$ cat src/rtl/register_bank_mp.sv
`default_nettype none
// +----------------------------------------------------------------------------+
// | Module      : register_bank_mp                                             |
// | Description : MIPS architectural register file with bypassed read ports,   |
// |               a debug read port and a handshaked sequential dump engine.   |
// | Revision    : 1.0 - initial release                                        |
// +----------------------------------------------------------------------------+
module register_bank_mp #(
  parameter int BITS_REGS   = 5,
  parameter int BITS_SIZE   = 32,
  parameter int REG_SIZE    = 32,
  parameter int R0_ZERO     = 1,
  parameter int RESET_INDEX = 1
) (
  input  logic                 i_clk,
  input  logic                 i_reset,
  input  logic                 i_step,
  input  logic                 i_flag_regWrite,
  input  logic [BITS_REGS-1:0] i_addr_rs,
  input  logic [BITS_REGS-1:0] i_addr_rt,
  input  logic [BITS_REGS-1:0] i_addr_rd,
  input  logic [BITS_SIZE-1:0] i_data_write,
  input  logic [BITS_REGS-1:0] i_addr_unitdebug,
  input  logic                 i_dump_start,
  input  logic                 i_dump_ready,
  output logic [BITS_SIZE-1:0] o_rs,
  output logic [BITS_SIZE-1:0] o_rt,
  output logic [BITS_SIZE-1:0] o_reg_unitdebug,
  output logic                 o_dump_valid,
  output logic [BITS_REGS-1:0] o_dump_addr,
  output logic [BITS_SIZE-1:0] o_dump_data,
  output logic                 o_dump_busy,
  output logic                 o_dump_done
);

  typedef enum logic [1:0] {
    S_IDLE = 2'd0,
    S_SEND = 2'd1,
    S_DONE = 2'd2
  } dump_state_t;

  dump_state_t          r_state;
  dump_state_t          w_state_next;
  logic [BITS_SIZE-1:0] r_regs [REG_SIZE];
  logic [BITS_REGS-1:0] r_dump_addr;
  logic [BITS_SIZE-1:0] r_dump_data;
  logic                 w_rd_is_zero;
  logic                 w_we;
  logic                 w_load;
  logic                 w_last;
  logic [BITS_REGS-1:0] w_next_addr;
  logic [BITS_SIZE-1:0] w_next_data;

  // Value a register holds after the current edge: zero register, same-cycle write, or stored value.
  function automatic logic [BITS_SIZE-1:0] f_read(
    input logic [BITS_REGS-1:0] addr,
    input logic [BITS_SIZE-1:0] stored,
    input logic                 we,
    input logic [BITS_REGS-1:0] waddr,
    input logic [BITS_SIZE-1:0] wdata
  );
    if ((R0_ZERO != 0) && (addr == '0)) return '0;
    if (we && (addr == waddr)) return wdata;
    return stored;
  endfunction

  assign w_rd_is_zero = (R0_ZERO != 0) && (i_addr_rd == '0);
  assign w_we         = i_flag_regWrite & i_step & ~w_rd_is_zero;

  always_ff @(posedge i_clk or negedge i_reset) begin
    if (!i_reset) begin
      for (int i = 0; i < REG_SIZE; i++) begin
        r_regs[i] <= (RESET_INDEX != 0) ? BITS_SIZE'(i) : '0;
      end
    end else if (w_we) begin
      r_regs[i_addr_rd] <= i_data_write;
    end
  end

  assign o_rs            = f_read(i_addr_rs, r_regs[i_addr_rs], w_we, i_addr_rd, i_data_write);
  assign o_rt            = f_read(i_addr_rt, r_regs[i_addr_rt], w_we, i_addr_rd, i_data_write);
  assign o_reg_unitdebug = f_read(i_addr_unitdebug, r_regs[i_addr_unitdebug], w_we, i_addr_rd,
                                  i_data_write);

  assign w_last = (r_dump_addr == BITS_REGS'(REG_SIZE - 1));

  always_comb begin
    w_state_next = r_state;
    w_load       = 1'b0;
    w_next_addr  = r_dump_addr + BITS_REGS'(1);
    case (r_state)
      S_IDLE: begin
        if (i_dump_start) begin
          w_load       = 1'b1;
          w_next_addr  = '0;
          w_state_next = S_SEND;
        end
      end
      S_SEND: begin
        if (i_dump_ready) begin
          if (w_last) w_state_next = S_DONE;
          else        w_load       = 1'b1;
        end
      end
      S_DONE:  w_state_next = S_IDLE;
      default: w_state_next = S_IDLE;
    endcase
  end

  assign w_next_data = f_read(w_next_addr, r_regs[w_next_addr], w_we, i_addr_rd, i_data_write);

  always_ff @(posedge i_clk or negedge i_reset) begin
    if (!i_reset) begin
      r_state     <= S_IDLE;
      r_dump_addr <= '0;
      r_dump_data <= '0;
    end else begin
      r_state <= w_state_next;
      // Beat contents are captured once per load so later writes cannot disturb a stalled beat.
      if (w_load) begin
        r_dump_addr <= w_next_addr;
        r_dump_data <= w_next_data;
      end
    end
  end

  assign o_dump_valid = (r_state == S_SEND);
  assign o_dump_busy  = (r_state != S_IDLE);
  assign o_dump_done  = (r_state == S_DONE);
  assign o_dump_addr  = r_dump_addr;
  assign o_dump_data  = r_dump_data;

endmodule
`default_nettype wire

$ cat config.mk
export PLATFORM = sky130hd
export DESIGN_NAME = register_bank_mp
export DESIGN_NICKNAME = d
export VERILOG_FILES = /design/src/rtl/register_bank_mp.sv
export SDC_FILE = /design/constraint.sdc
export NUM_CORES = 2
export LEC_CHECK = 0
export CORE_UTILIZATION = 64
export DETAILED_ROUTE_END_ITERATION = 10
export GPL_TIMING_DRIVEN = 0
export PLACE_DENSITY = 0.91
export SETUP_SLACK_MARGIN = 0.4
export SYNTH_ARGS = -nofsm -noshare
export SYNTH_HDL_FRONTEND = slang
export SYNTH_SLANG_ARGS = --single-unit
$ cat constraint.sdc
create_clock -name i_clk -period 3.88 [get_ports i_clk]
set_input_delay 0.776 -clock i_clk [delete_from_list [all_inputs] [get_ports i_clk]]
set_output_delay 0.776 -clock i_clk [all_outputs]
set_load 0.02 [all_outputs]
==> implementation parameters, run 1 <==
Parameter                              Value

Yosys
  Cell types occupying the most area after synthesis    sky130_fd_sc_hd__dfrtp_1 (33%), sky130_fd_sc_hd__mux4_2 (25%), sky130_fd_sc_hd__mux2_2 (17%)
  Total nets after synthesis    5731
  Share of synthesized area occupied by flip-flops and latches    0.3604
  Proportion of synthesized flip-flops having asynchronous set or reset    1.000
  Total standard cell area after synthesis    74090 um2
  Primary FF master, synth    sky130_fd_sc_hd__dfrtp_1
  Share of the synthesized area in the top cell type    0.3320
  Yosys warning count    0
  Number of unique standard cell types used by synthesis    66
  Most common library cells after synthesis    sky130_fd_sc_hd__mux2_2 (1090), sky130_fd_sc_hd__dfrtp_1 (983), sky130_fd_sc_hd__mux4_2 (838)
  Average cell area after synthesis    13.07 um2
  Count of flip-flops with a built-in enable after synthesis    0
  Most common cell in the netlist    sky130_fd_sc_hd__mux2_2
  Post-synthesis instance total    5671
  Yosys top cell by area    sky130_fd_sc_hd__dfrtp_1
  Post-synthesis register bit count    1063

Global route
  Pin count of the biggest net entering global routing    175
  Gr usage total    0.8723
  GR Overflow Total    396
  Wire length of the first global-routing pass    698600 um
  Via count of the first global-routing pass    77523

Clock tree
  Clock root buffer master    sky130_fd_sc_hd__clkbuf_16
  Cts bufs inserted    117
  Buffer depth of the longest clock path    3
  Sinks on the clock net    1063
  Maximum level of the CTS H-tree    3

Placed design
  Post-DP HPWL    307800 um
  IO buf count    179
  Setup Slack @ Placement    -3.473 ns
  Area after detailed placement    78890 um2
  Global placer's final weighted congestion    1.272

Die
  Y dimension of the die    342.3 um
  Number of cell rows    124
  Starting utilization of the core area    0.6471
  Die X-Extent    342.3 um
  I/O pin count    194

Outcome
  First error    [ERROR GRT-0116] Global routing finished with congestion. Check the congestion regions in the DRC Viewer.
  Outcome    stopped before the end
  Step where the flow halted    5_1_grt
==> stage by stage <==
| stage | util | cells |
|---|---|---|
| global placement | 0.6821 | 7362 |
| floorplan | - | 5671 |
| detailed placement | 0.6890 | 7393 |
| CTS | 0.7825 | 7777 |
==> cell families after synthesis <==
| group | Yosys count | synth area share |
|---|---|---|
| xor+xnor | 22 | 0.002702 |
| buf+inv | 685 | 0.03926 |
| compound gates | 967 | 0.09039 |
| simple gates | 657 | 0.03794 |
| fa+ha+maj | 2 | 0.0003377 |
| flops | 1063 | 0.3604 |
| mux | 2275 | 0.4690 |
==> timing repair <==
action | in CTS
cloned | 12
pin swaps | 48
hold endpoints to repair | 87
resized for setup | 1491
endpoints found under the setup margin | 390
setup buffers | 155
hold buffers | 1
==> routing by layer <==
layer / GRT usage / overflow
met1: 0.8936 / 36
met2: 0.9447 / 136
met3: 0.8174 / 64
met4: 0.8018 / 142
met5: 0.6601 / 18
==> inputs of run 2 (changes only) <==
CORE_UTILIZATION = 40   (was 64)
PLACE_DENSITY = default   (was 0.91)
PLACE_DENSITY_LB_ADDON = 0.15   (was default)
SETUP_SLACK_MARGIN = default   (was 0.4)
==> run 2 against run 1 <==
Against the previous run:
- the flow now finishes, with violations (capacitance limit, slew limit, setup timing)
- area after synthesis unchanged
- synthesized cell count stayed put
==> implementation parameters, run 2 <==
Parameter                              Value

Layout
  FILL cells    15973
  Number of flip-flops under the largest register name    1024
  Register name with the most flops    r_regs
  Final net count    6381
  Fraction of final layout cells sized beyond drive strength 1    0.5451
  Layout overhead on the synthesized area    28.25%
  Most common library cell in the layout ignoring fill and taps    sky130_fd_sc_hd__mux2_2
  Core Util, Final    0.5179
  Post-layout instance count excluding filler cells    8939
  Leading cell types in the layout, fill and taps excluded    sky130_fd_sc_hd__mux2_2 (1089), sky130_fd_sc_hd__dfrtp_1 (978), sky130_fd_sc_hd__mux4_2 (838)

Yosys
  Synth Area in Compound Gates    0.09039
  Primary FF master, synth    sky130_fd_sc_hd__dfrtp_1
  Yosys top cell by area    sky130_fd_sc_hd__dfrtp_1
  Most common cell in the netlist    sky130_fd_sc_hd__mux2_2
  Average cell area after synthesis    13.07 um2
  Share of the synthesized area in the top cell type    0.3320
  Cell types occupying the most area after synthesis    sky130_fd_sc_hd__dfrtp_1 (33%), sky130_fd_sc_hd__mux4_2 (25%), sky130_fd_sc_hd__mux2_2 (17%)
  Number of unique standard cell types used by synthesis    66
  Mux share of post-synthesis cell area    0.4690
  Yosys warning count    0
  Xor and xnor area share after synthesis    0.002702
  Proportion of synthesized flip-flops having asynchronous set or reset    1.000
  Dominant combinational cell family by area after synthesis    multiplexers
  Most common library cells after synthesis    sky130_fd_sc_hd__mux2_2 (1090), sky130_fd_sc_hd__dfrtp_1 (983), sky130_fd_sc_hd__mux4_2 (838)
  Total nets after synthesis    5731
  Post-synthesis instance total    5671
  Basic-gate share of the synthesized area counting and, or, nand and nor cells    0.03794
  Adder and majority cell fraction of the synthesized area    0.0003377
  Share of synthesized area occupied by flip-flops and latches    0.3604
  Total standard cell area after synthesis    74090 um2
  Post-synthesis register bit count    1063
  Count of flip-flops with a built-in enable after synthesis    0

Critical path
  Worst r2r src    o_dump_addr[0]$_DFFE_PN0P_
  Critical path launch point    o_dump_addr[0]$_DFFE_PN0P_
  Worst setup path class    flip-flop to flip-flop
  Required time at the endpoint of the critical path    4.64 ns
  Critical path startpoint category    flip-flop
  Element type at the critical path end    flip-flop
  Endpoint arrival time on the critical path    4.97 ns
  CP max FO    11

Run
  Max-capacitance violation count    5

Timing
  Setup violations, final    159
  Fmax    0.2374 GHz
  Max transition margin    -0.1162
  RSZ-0062 raised after global routing    true
  Post-route clock period utilization    1.086
  Final critical-path required period    4.212 ns
  Actual transition at the worst max-transition pin    1.668 ns
  Setup WS post-layout    -0.3318 ns
  Final Slew Violations    27
  Clock tree skew after final layout    0.04254 ns
  Count of endpoints failing hold in the final timing report    0
  Hold slack    0.4596 ns

Clock tree
  Clock root buffer master    sky130_fd_sc_hd__clkbuf_16
  Buffer depth of the longest clock path    3
  Worst skew pair latency    0.88 ns
  Sinks on the clock net    1063
  Cts bufs inserted    136
  Maximum level of the CTS H-tree    4
  Clock slew seen by the registers of the worst setup and hold paths    0.07 ns
  TritonCTS clock tree    done

Die
  Starting utilization of the core area    0.4038
  I/O pin count    194
  Y dimension of the die    432.4 um
  Die Outline Area    187000 um2
  Area of the core    183500 um2
  Number of cell rows    157
  Die X-Extent    432.4 um

Placed design
  Placed insts    8341
  IO buf count    179
  Global placer's final weighted congestion    1.113
  Setup Slack @ Placement    -4.417 ns
  Post-DP HPWL    380000 um

Outcome
  Outcome    complete, but fails checks
  Violated checks    capacitance limit, slew limit, setup timing

Detailed routing
  Drt drc    0
  Number of nets with antenna violations after detailed routing    0
  Final wirelength    520700 um
  Iteration-0 DRC count of the detailed router    12386
  Avg WL per Cell    58.25 um
  Vias per inst    7.756
  Detailed-routing iteration count for the pre-antenna-repair pass    9
  Routed vias    69329

Global route
  Pin count of the biggest net entering global routing    156
  GR Overflow Total    0
  Wire length of the first global-routing pass    661200 um
  Via count of the first global-routing pass    63972
  Number of antenna violations at the first check in global routing    58
  Gr usage total    0.5514

Power and ir drop
  Sum of internal, switching and leakage power    0.05326 W
  Max IR drop VDD    0.4025 mV
  Power density relative to cell area    560.5 nW/um2
  Leak    38.65 nW

Hold path
  Hold WC Path Type    input pin to async pin
run 2: cell counts after synthesis:
Identical to the previous run, type by type.
run 2: cells by family after synthesis:
kind of cell               count (synthesis)
muxes                                   2275
DFF                                     1063
AOI/OAI and AO/OA                        967
buffers and inverters                    685
and+or+nand+nor                          657
xor gates and xnor gates                  22
adders and majority gates                  2
run 2: final timing paths:
path                       slack, ns                          end  cells after the start
setup / recovery               -0.33  o_dump_data[15]$_DFFE_PN0P_                      9
hold / removal                  0.46      r_regs[986]$_DFFE_PN0P_                      2
setup reg to reg               -0.33  o_dump_data[15]$_DFFE_PN0P_                      9
hold reg to reg                 0.53      r_regs[996]$_DFFE_PN0P_                      1
max in group asynchronous       1.35      r_regs[143]$_DFFE_PN0P_                      4
min in group i_clk              0.53      r_regs[996]$_DFFE_PN0P_                      1
run 2: critical path, cell delays in order (launching register included):
cell and delay [ns]:
sky130_fd_sc_hd__dfrtp_1 0.47, sky130_fd_sc_hd__buf_4 0.33, sky130_fd_sc_hd__buf_4 0.44, sky130_fd_sc_hd__buf_4 0.48, sky130_fd_sc_hd__clkbuf_8 0.45, sky130_fd_sc_hd__clkbuf_2 0.45
sky130_fd_sc_hd__a21oi_1 0.10, sky130_fd_sc_hd__o21ai_2 0.52, sky130_fd_sc_hd__a31oi_2 0.41, sky130_fd_sc_hd__a311o_1 0.38
run 2: metrics by stage:
| stage | instance area [um2] | setup TNS [ns] |
|---|---|---|
| floorplan | 74090 | 0 |
| global placement | 78970 | - |
| detailed placement | 79720 | -795.69 |
| CTS | 92550 | -1.072 |
| global route | 94920 | -3.527 |
| finish | 95030 | -14.71 |
run 2: timing repair:
action | in CTS | in global routing
gates cloned | 16 | 4
pin swaps | 117 | 137
setup endpoints to repair | 147 | 120
gates resized for setup | 1964 | 341
buffers inserted | 156 | 150
hold buffers | 1 | 0
endpoints found under the hold margin | 60 | 0
run 2: final cells by class:
cell class	count	area, um2	share of cell area
antenna	45	112.6	0.001185
buffer	676	6613	0.06959
clock buffer	190	3950	0.04157
clock inverter	57	750.7	0.007900
inverter	2	8.758	0.00009217
multi-input combinational	3923	47730	0.5022
sequential	1063	26710	0.2810
tap	2464	3083	0.03244
timing repair buffer	519	6077	0.06395
run 2: power by group:
part	internal (W)	leakage, nW	switching [W]
clock	0.00797	2.30	0.00597
sequential	0.0127	13.9	0.00219
combinational	0.00871	22.4	0.0157
total	0.0294	38.6	0.0239
run 2: per-layer routing:
metal	routed length (um)	vias to the layer above	global-route usage
met1	171600	35999	0.6234
li1	-	23904	-
met2	203400	7091	0.7321
met3	75070	2305	0.2643
met5	559	-	0.01848
met4	70020	30	0.5709
Power figures use the tool's default switching activity.
